--- src/rtl/regbank_pkg.sv ---
// Shared register-bank parameters used by the bank itself and by its
// write-back arbiter.
package regbank_pkg;

   localparam int DATA_W   = 32;
   localparam int ADDR_W   = 5;
   localparam int NUM_REGS = 32;

   localparam logic [4:0] ZERO_REG = 5'd0;

endpackage

--- src/rtl/regbank_wb_arbiter_rr.sv ---
// Round-robin arbiter: one-hot grant to the first requester at or after the
// rotating pointer; the pointer moves past the winner on every grant.
module rr_arbiter #(
   parameter int NUM_REQ = 2
) (
   input  logic               clk,
   input  logic               rst_n,
   input  logic [NUM_REQ-1:0] req,
   output logic [NUM_REQ-1:0] gnt
);

   localparam int PTR_W = (NUM_REQ > 1) ? $clog2(NUM_REQ) : 1;

   logic [PTR_W-1:0] ptr_q;
   logic [PTR_W-1:0] ptr_d;
   logic [PTR_W-1:0] win;
   logic             found;

   always_comb begin
      int unsigned idx;
      gnt   = '0;
      found = 1'b0;
      win   = '0;
      idx   = 0;
      for (int unsigned off = 0; off < NUM_REQ; off++) begin
         idx = (32'(ptr_q) + off) % NUM_REQ;
         if (!found && req[idx]) begin
            gnt[idx] = 1'b1;
            found    = 1'b1;
            win      = PTR_W'(idx);
         end
      end
      // No grant may be visible while the block is held in reset.
      if (!rst_n) begin
         gnt   = '0;
         found = 1'b0;
      end
   end

   always_comb begin
      ptr_d = ptr_q;
      if (found) begin
         ptr_d = (win == PTR_W'(NUM_REQ - 1)) ? '0 : win + 1'b1;
      end
   end

   always_ff @(posedge clk) begin
      if (!rst_n) ptr_q <= '0;
      else        ptr_q <= ptr_d;
   end

endmodule

--- src/rtl/regbank_wb_arbiter.sv ---
// Write-back arbiter for the register bank: round-robin access to the single
// write port, a registered write stage and a pending-write scoreboard.
module regbank_wb_arbiter #(
   parameter int NUM_REQ = 2,
   parameter int DATA_W  = regbank_pkg::DATA_W,
   parameter int ADDR_W  = regbank_pkg::ADDR_W
) (
   input  logic                      clk,
   input  logic                      rst_n,
   input  logic [NUM_REQ-1:0]        req_valid,
   input  logic [NUM_REQ*ADDR_W-1:0] req_addr,
   input  logic [NUM_REQ*DATA_W-1:0] req_data,
   output logic [NUM_REQ-1:0]        req_ready,
   input  logic                      resv_valid,
   input  logic [ADDR_W-1:0]         resv_addr,
   input  logic [ADDR_W-1:0]         chk_addr_1,
   input  logic [ADDR_W-1:0]         chk_addr_2,
   output logic                      chk_busy_1,
   output logic                      chk_busy_2,
   output logic                      resv_conflict,
   output logic                      write_enable,
   output logic [ADDR_W-1:0]         write_address,
   output logic [DATA_W-1:0]         write_data
);

   import regbank_pkg::*;

   localparam int NREG = 1 << ADDR_W;
   localparam logic [ADDR_W-1:0] ZERO_ADDR = ADDR_W'(ZERO_REG);

   logic [NUM_REQ-1:0] gnt;
   logic               accept;
   logic [ADDR_W-1:0]  sel_addr;
   logic [DATA_W-1:0]  sel_data;

   logic               write_enable_q,  write_enable_d;
   logic [ADDR_W-1:0]  write_address_q, write_address_d;
   logic [DATA_W-1:0]  write_data_q,    write_data_d;
   logic [NREG-1:0]    busy_q,          busy_d;
   logic               resv_conflict_q, resv_conflict_d;

   rr_arbiter #(
      .NUM_REQ (NUM_REQ)
   ) u_rr (
      .clk   (clk),
      .rst_n (rst_n),
      .req   (req_valid),
      .gnt   (gnt)
   );

   assign req_ready = gnt;
   assign accept    = |gnt;

   always_comb begin
      sel_addr = '0;
      sel_data = '0;
      for (int unsigned i = 0; i < NUM_REQ; i++) begin
         if (gnt[i]) begin
            sel_addr = req_addr[i*ADDR_W +: ADDR_W];
            sel_data = req_data[i*DATA_W +: DATA_W];
         end
      end
   end

   // Writes to register 0 are consumed but never reach the bank.
   always_comb begin
      write_enable_d  = accept && (sel_addr != ZERO_ADDR);
      write_address_d = accept ? sel_addr : write_address_q;
      write_data_d    = accept ? sel_data : write_data_q;
   end

   // Reset gates the enable so an in-flight write never commits.
   assign write_enable  = write_enable_q & rst_n;
   assign write_address = write_address_q;
   assign write_data    = write_data_q;

   always_comb begin
      logic clr;
      logic set;
      busy_d = '0;
      clr    = 1'b0;
      set    = 1'b0;
      for (int unsigned r = 1; r < NREG; r++) begin
         clr       = write_enable && (write_address_q == ADDR_W'(r));
         set       = resv_valid && (resv_addr == ADDR_W'(r));
         busy_d[r] = set | (busy_q[r] & ~clr);
      end
      resv_conflict_d = resv_valid && (resv_addr != ZERO_ADDR) && busy_q[resv_addr]
                        && !(write_enable && (write_address_q == resv_addr));
   end

   assign chk_busy_1    = busy_q[chk_addr_1];
   assign chk_busy_2    = busy_q[chk_addr_2];
   assign resv_conflict = resv_conflict_q;

   always_ff @(posedge clk) begin
      if (!rst_n) begin
         write_enable_q  <= 1'b0;
         write_address_q <= '0;
         write_data_q    <= '0;
         busy_q          <= '0;
         resv_conflict_q <= 1'b0;
      end else begin
         write_enable_q  <= write_enable_d;
         write_address_q <= write_address_d;
         write_data_q    <= write_data_d;
         busy_q          <= busy_d;
         resv_conflict_q <= resv_conflict_d;
      end
   end

endmodule
--- config.mk ---
export PLATFORM = sky130hd
export DESIGN_NAME = regbank_wb_arbiter
export DESIGN_NICKNAME = d
export VERILOG_FILES = /design/src/rtl/regbank_pkg.sv /design/src/rtl/regbank_wb_arbiter_rr.sv /design/src/rtl/regbank_wb_arbiter.sv
export SDC_FILE = /design/constraint.sdc
export NUM_CORES = 1
export LEC_CHECK = 0
export CAP_MARGIN = 20
export CORE_UTILIZATION = 30
export DETAILED_ROUTE_END_ITERATION = 7
export DONT_BUFFER_PORTS = 1
export PLACE_DENSITY = 0.55
export SETUP_SLACK_MARGIN = 0.4
export SLEW_MARGIN = 20
export SYNTH_ARGS = -nofsm -noshare
export SYNTH_HDL_FRONTEND = slang
export SYNTH_SLANG_ARGS = --single-unit
export TNS_END_PERCENT = 50
--- constraint.sdc ---
create_clock -name clk -period 5.3 [get_ports clk]
set_clock_uncertainty 0.05 [all_clocks]
set_input_delay 0.53 -clock clk [delete_from_list [all_inputs] [get_ports clk]]
set_output_delay 0.53 -clock clk [all_outputs]
set_load 0.03 [all_outputs]
==> results.cfg, run 1 <==
[run_status]
status = complete, no violations

[floorplanning]
design.core.area_um2 = 12670
die_width_um = 116
num_rows = 41
start_util_pct = 30.77
die-area_um2 = 13460
pin_count = 137
die_h_um = 116

[worst_setup_path]
slowest_stage = clkinv_1
path_max_fanout = 29
cp_num_buf_inv = 3
cp_data_required_time_ps = 5500
ff2ff_setup_slack_ps = 2650
r2r_end = write_data[11]$_SDFFE_PN0P_
crit_chain = nand2b_1 -> nand3_1 -> buf_4 -> clkinv_1 -> nor2_1 -> buf_4 -> nand2_1 -> a21boi_0
max_stage_delay_ps = 780
cp-end-kind = flop
reg2reg_depth = 8
crit_top_cell = buf_4
arrival_ps = 2840
worstSetupPathType = reg -> reg
start_kind = flop
cpLargestDelayFamily = buffers and inverters

[power]
peakVddDrop_v = 0.0001719
power.density_nw_per_um2 = 312.2
fin_total_pwr_mw = 1.347
p_leak_nw = 1.524

[clock_network]
cts.sinks = 71
tritoncts = built
ctsResizeCount = 0
cts_max_level = 3
root_buffer = clkbuf_16
clk_latency_ps = 330
numCtsBuffers = 9
cts_setup_buffers = 0
path_clk_slew_ps = 60
ctsHoldBuffers = 0
cts_buffer_depth = 2

[drt]
wirelength_um = 10810
drt_iter0_markers = 224
drc_errors = 0
routedWlPerCell_um = 18.51
detail-route-antenna-nets = 0
via_count = 3213
dr.pass1.iters = 4
via_per_inst = 5.502

[min_path]
hold_end = write_data[4]$_SDFFE_PN0P_
hp-class = in -> reg
hold_depth = 1
hp-start = rst_n

[grt]
gr-total-overflow = 0
grt_pass1_wl_um = 17260
grt_max_degree = 75
grt_pass1_vias = 3203
antenna_found_initial = 0
grt_util_all_layers_pct = 16.84

[logic_synthesis]
async_flop_share_pct = 0
synth_nets = 520
ys_types = 37
synth-seq-cells = 71
synth_top_cells_by_area = dfxtp_1, mux4_2, a21boi_0, nand2_1, a22oi_1
synth_top_area_cell = dfxtp_1
yosys_warnings = 0
synth-edff-count = 0
seq_area_frac_synth_pct = 36.46
synth_flop_cell = dfxtp_1
synthCells = 426
syn_avg_cell_area_um2 = 9.152
netlist.area_leader.share_pct = 36.46
syn_area_um2 = 3899

[timing]
finalMaxSlewViolations = 0
tightest_slew_ps = 947.9
fin_crit_ps = 2647
finalHoldViolations = 0
fin_setup_tns_ps = 0
rsz0062_at_grt = no
timing.slew.headroom_pct = 36.68
fin_crit_sh_pct = 49.94
max_freq_mhz = 377.8
setup_viol = 0

[run]
maxCapViolations = 0

[finish]
finalNonFillerCells = 584
final_core_util_pct = 34.05
drive_gt1_share_pct = 11.41
finalNetCount = 501
nFillCells = 1316
area_delta_synth_final_pct = 10.65
insertedDiodeCount = 0

[placed_design]
dp_cells = 568
dp_hpwl_um = 8146
gp_congestion = 0.8087
portBuffers = 0
## area by class of cell
class	instances	area, um2	share of cell area, %
Clock buffer	10	229.0	5.307
Clock inverter	6	68.82	1.595
Inverter	4	15.01	0.3480
Multi-Input combinational cell	318	2342	54.29
Sequential cell	71	1421	32.95
Tap cell	172	215.2	4.988
Timing Repair Buffer	3	22.52	0.5220
## how the worst max path moves through the flow
stage | startpoint | endpoint | slack [ps] | depth (start not counted)
final | flop | write_data[11]$_SDFFE_PN0P_ | 2650 | 8
after global routing | flop | write_data[11]$_SDFFE_PN0P_ | 2380 | 8
after CTS | flop | write_data[11]$_SDFFE_PN0P_ | 2660 | 8
after detailed placement | req_valid[0] | write_data[11]$_SDFFE_PN0P_ | 2560 | 8
after global placement | req_valid[0] | write_data[10]$_SDFFE_PN0P_ | 2670 | 8
after floorplan | chk_addr_1[1] | chk_busy_1 | 2640 | 6
## per-stage QoR
step / hold WS (ps) / cell area [um2] / setup WS, ps
6_report: 288.2 / 4314 / 2653
5_1_grt: 269.6 / 4314 / 2380
4_1_cts: 269.5 / 4314 / 2659
3_5_place_dp: 462.4 / 4016 / 2561
3_3_place_gp: 443.5 / 4016 / 2666
2_1_floorplan: 414.2 / 3899 / 2641
## per-layer routing
layer	GRT usage [%]	share of wire, %	up-vias
met5	0	0	-
met2	28.45	49	152
met3	6.433	9.1	9
met4	4.957	1.1	0
met1	19.76	41	1525
li1	-	-	1527
## flip-flops by register name (all words and copies together) (netlist names), named ones only
name,count
resv_conflict,1
busy_q,31
write_address,5
write_enable_q,1
write_data,32
## kinds of logic after synthesis
family	after synthesis	share of synthesized area [%]
flip-flops	71	36.46
buffers and inverters	37	3.755
multiplexers	44	18.49
XOR/XNOR	3	0.6741
AND/OR/NAND/NOR	129	14.89
AO/OA/AOI/OAI	142	25.74
## report_power, final
part | total [mW] | internal [mW] | switching [mW]
Clock | 0.602 | 0.368 | 0.235
Sequential | 0.626 | 0.559 | 0.0671
Combinational | 0.118 | 0.0575 | 0.0610
Total | 1.35 | 0.984 | 0.363
## synthesized netlist by cell type, types with 5 or more instances
library cell and n:
o21ai_0 37, nor2_1 12, clkbuf_1 26, a21boi_0 55, buf_2 6, nor2b_1 5, o211a_1 14, dfxtp_1 71
nand2b_1 9, a22oi_1 25, mux4_2 22, nand3_1 6, nand2_1 79, mux2i_1 18
## cell usage in the layout (no fill, tap or decap), types with 3 or more instances in the layout
master	instances
nand2b_1	9
or3_1	4
nor2b_1	5
a22oi_1	25
clkbuf_16	9
nor2_1	12
buf_4	3
dfxtp_1	71
o211a_1	14
nand2_1	79
nand3_1	6
inv_1	3
nand3b_1	3
xnor2_1	3
mux4_2	22
o21ai_0	37
mux2i_1	18
mux2_2	4
a21boi_0	55
Power figures use the tool's default switching activity.
==> run 2, diff against run 1 <==
--- a/config.mk
+++ b/config.mk
@@ -5,11 +5,12 @@
 export SDC_FILE = /design/constraint.sdc
 export NUM_CORES = 1
 export LEC_CHECK = 0
+export ABC_AREA = 1
 export CAP_MARGIN = 20
 export CORE_UTILIZATION = 30
 export DETAILED_ROUTE_END_ITERATION = 7
 export DONT_BUFFER_PORTS = 1
-export PLACE_DENSITY = 0.55
+export PLACE_DENSITY = 0.56
 export SETUP_SLACK_MARGIN = 0.4
 export SLEW_MARGIN = 20
 export SYNTH_ARGS = -nofsm -noshare
==> constraint.sdc (replaced) <==
create_clock -name clk -period 2.15 [get_ports clk]
set_clock_uncertainty 0.05 [all_clocks]
set_input_delay 0.215 -clock clk [delete_from_list [all_inputs] [get_ports clk]]
set_output_delay 0.215 -clock clk [all_outputs]
set_load 0.03 [all_outputs]
==> results.cfg, run 2 <==
[run_status]
status = complete, no violations

[timing]
hold_ws_ps = 4.812
fin_crit_sh_pct = 77.73
postLayoutSetupSlackWorst_ps = 478.7
rsz0062_at_grt = no
timing.slew.headroom_pct = 59.82
setup_viol = 0
tightest_slew_ps = 601.9
fin_setup_tns_ps = 0
fin_crit_ps = 1671
finalMaxSlewViolations = 0
finalHoldViolations = 0
max_freq_mhz = 598.3

[logic_synthesis]
synth_fa_ha_area_share_pct = 0
synth-seq-cells = 71
yosysMostFrequentCell = nand2_1
synth_top_cells_by_area = dfxtp_1, nand2_1, nand3_1, a31oi_1, a21oi_1
netlist.area_leader.share_pct = 35.03
yosys_warnings = 0
synth_compound_area_share_pct = 15.39
yosys.area_share.simple_pct = 40.52
synth_commonest_cells = nand2_1, dfxtp_1, nand3_1
synthCells = 674
syn_avg_cell_area_um2 = 6.020
synth_top_area_cell = dfxtp_1
synth_nets = 768
synth_xor_area_share_pct = 0
seq_area_frac_synth_pct = 35.03
synth-edff-count = 0
synth.area.mux_share_pct = 0
async_flop_share_pct = 0
ys_types = 23
synth_top_family_by_area = simple AND/OR/NAND/NOR gates
synth_flop_cell = dfxtp_1
syn_area_um2 = 4058

[placed_design]
pre_cts_ws_ps = 528.0
dp_hpwl_um = 9660
portBuffers = 0
place_area_um2 = 4139
gp_congestion = 0.8510

[drt]
drc_errors = 0
routedWlPerCell_um = 15.47
via_count = 4630
wirelength_um = 13830
dr.pass1.iters = 6
detail-route-antenna-nets = 0
via_per_inst = 5.179
drt_iter0_markers = 466

[clock_network]
root_buffer = clkbuf_16
clk_latency_ps = 330
cts.sinks = 71
cts_buffer_depth = 2
path_clk_slew_ps = 60
tritoncts = built
numCtsBuffers = 9
cts_setup_buffers = 0
cts_max_level = 3

[finish]
layout_common_cells = nand2_1, dfxtp_1, nand3_1, dlygate4sd3_1, inv_1
insertedDiodeCount = 0
drive_gt1_share_pct = 6.546
area_delta_synth_final_pct = 25.19
stdcell_area_um2 = 5080
finalNetCount = 807
final_common_cell = nand2_1
largest_reg_flops = 32

[floorplanning]
pin_count = 137
die-area_um2 = 13990
die_width_um = 118.3
die_h_um = 118.3
num_rows = 42
start_util_pct = 30.64
design.core.area_um2 = 13240

[worst_setup_path]
start_kind = flop
slowest_stage = dfxtp_1
arrival_ps = 1410
max_stage_delay_ps = 430
crit_chain = inv_1 -> nand2_1 -> o211ai_1 -> nand3_1 -> nand3_1 -> nand2_1 -> nand2_1 -> nand2_4
path_max_fanout = 3
cp-end-kind = primary output
crit_top_cell = nand2_1
cp_data_required_time_ps = 1880
worstSetupPathType = reg -> out

[min_path]
hp-class = in -> reg

[run]
maxCapViolations = 0

[grt]
antenna_found_initial = 0
grt_pass1_vias = 4433
grt_util_all_layers_pct = 19.90
grt_pass1_wl_um = 22080
grt_max_degree = 39
gr-total-overflow = 0

[power]
p_leak_nw = 2.021
power.density_nw_per_um2 = 739.4
peakVddDrop_v = 0.0003965
fin_total_pwr_mw = 3.756
==> run 2: cell count changes in the layout (fill, tap and decap cells not counted), moves of 26 or more <==
cell,previous run,this run
inv_1,3,39
a21boi_0,55,0
nand3_1,6,56
nor2_1,12,38
dlygate4sd3_1,0,55
a31oi_1,2,32
nand2_1,79,312
a21oi_1,1,38
==> run 2: worst max-delay path, delay by kind of cell (launching register included) <==
family                 cells  cell delay [ps]
AND/OR/NAND/NOR            6              480
flip-flops                 1              430
buffers and inverters      1               90
AO/OA/AOI/OAI              1               70
==> run 2: stage by stage <==
| step | utilization (%) | cells |
|---|---|---|
| detailed placement | 31.25 | 823 |
| finish | 38.36 | 894 |
| floorplan | - | 674 |
| global route | 38.36 | 894 |
| global placement | 31.25 | 823 |
| CTS | 38.10 | 894 |
==> run 2: area by class of cell <==
| class | count | area, um2 |
|---|---|---|
| clock inverters | 6 | 115.1 |
| clock buffers | 10 | 239.0 |
| repair buffers | 60 | 600.6 |
| inverters | 45 | 173.9 |
| multi-input cells | 526 | 2295 |
| fillers | 1392 | 8163 |
| well taps | 176 | 220.2 |
| flip-flops and latches | 71 | 1436 |
==> run 2: kinds of logic (layout without fill, tap and decap cells) <==
group,count (synthesis),in the layout
flip-flops,71,71
AO/OA/AOI/OAI,113,113
AND/OR/NAND/NOR,413,413
buffers and inverters,77,121
==> run 2: metal layers <==
metal / track usage (%) / up-vias / wire [um]
met4: 9.295 / 0 / 314
met5: 0 / - / 0
li1: - / 2251 / -
met1: 25.26 / 2076 / 5716
met3: 3.620 / 22 / 1412
met2: 32.57 / 281 / 6387
==> run 2: timing repair <==
item	CTS	global route
pin swaps	0	1
hold buffers	55	0
endpoints found under the setup margin	2	21
resized for setup	1	19
hold endpoints to repair	32	0
==> run 2: path summary, 6_finish.rpt <==
path	from	to	slack, ps	depth (start not counted)
max reg2reg	write_address[2]$_SDFFE_PN0P_	busy_q[5]$_SDFF_PN0_	530	5
min	req_data[18]	write_data[18]$_SDFFE_PN0P_	5	2
min reg2reg	busy_q[30]$_SDFF_PN0_	busy_q[30]$_SDFF_PN0_	460	2
max	busy_q[3]$_SDFF_PN0_	chk_busy_1	480	8
==> run 2: power breakdown <==
group / total, mW / internal [mW] / switching, mW / leakage (nW)
sequential: 1.52 / 1.38 / 0.147 / 0.585
combinational: 0.462 / 0.178 / 0.284 / 1.27
clock: 1.77 / 1.17 / 0.599 / 0.169
total: 3.76 / 2.73 / 1.03 / 2.02
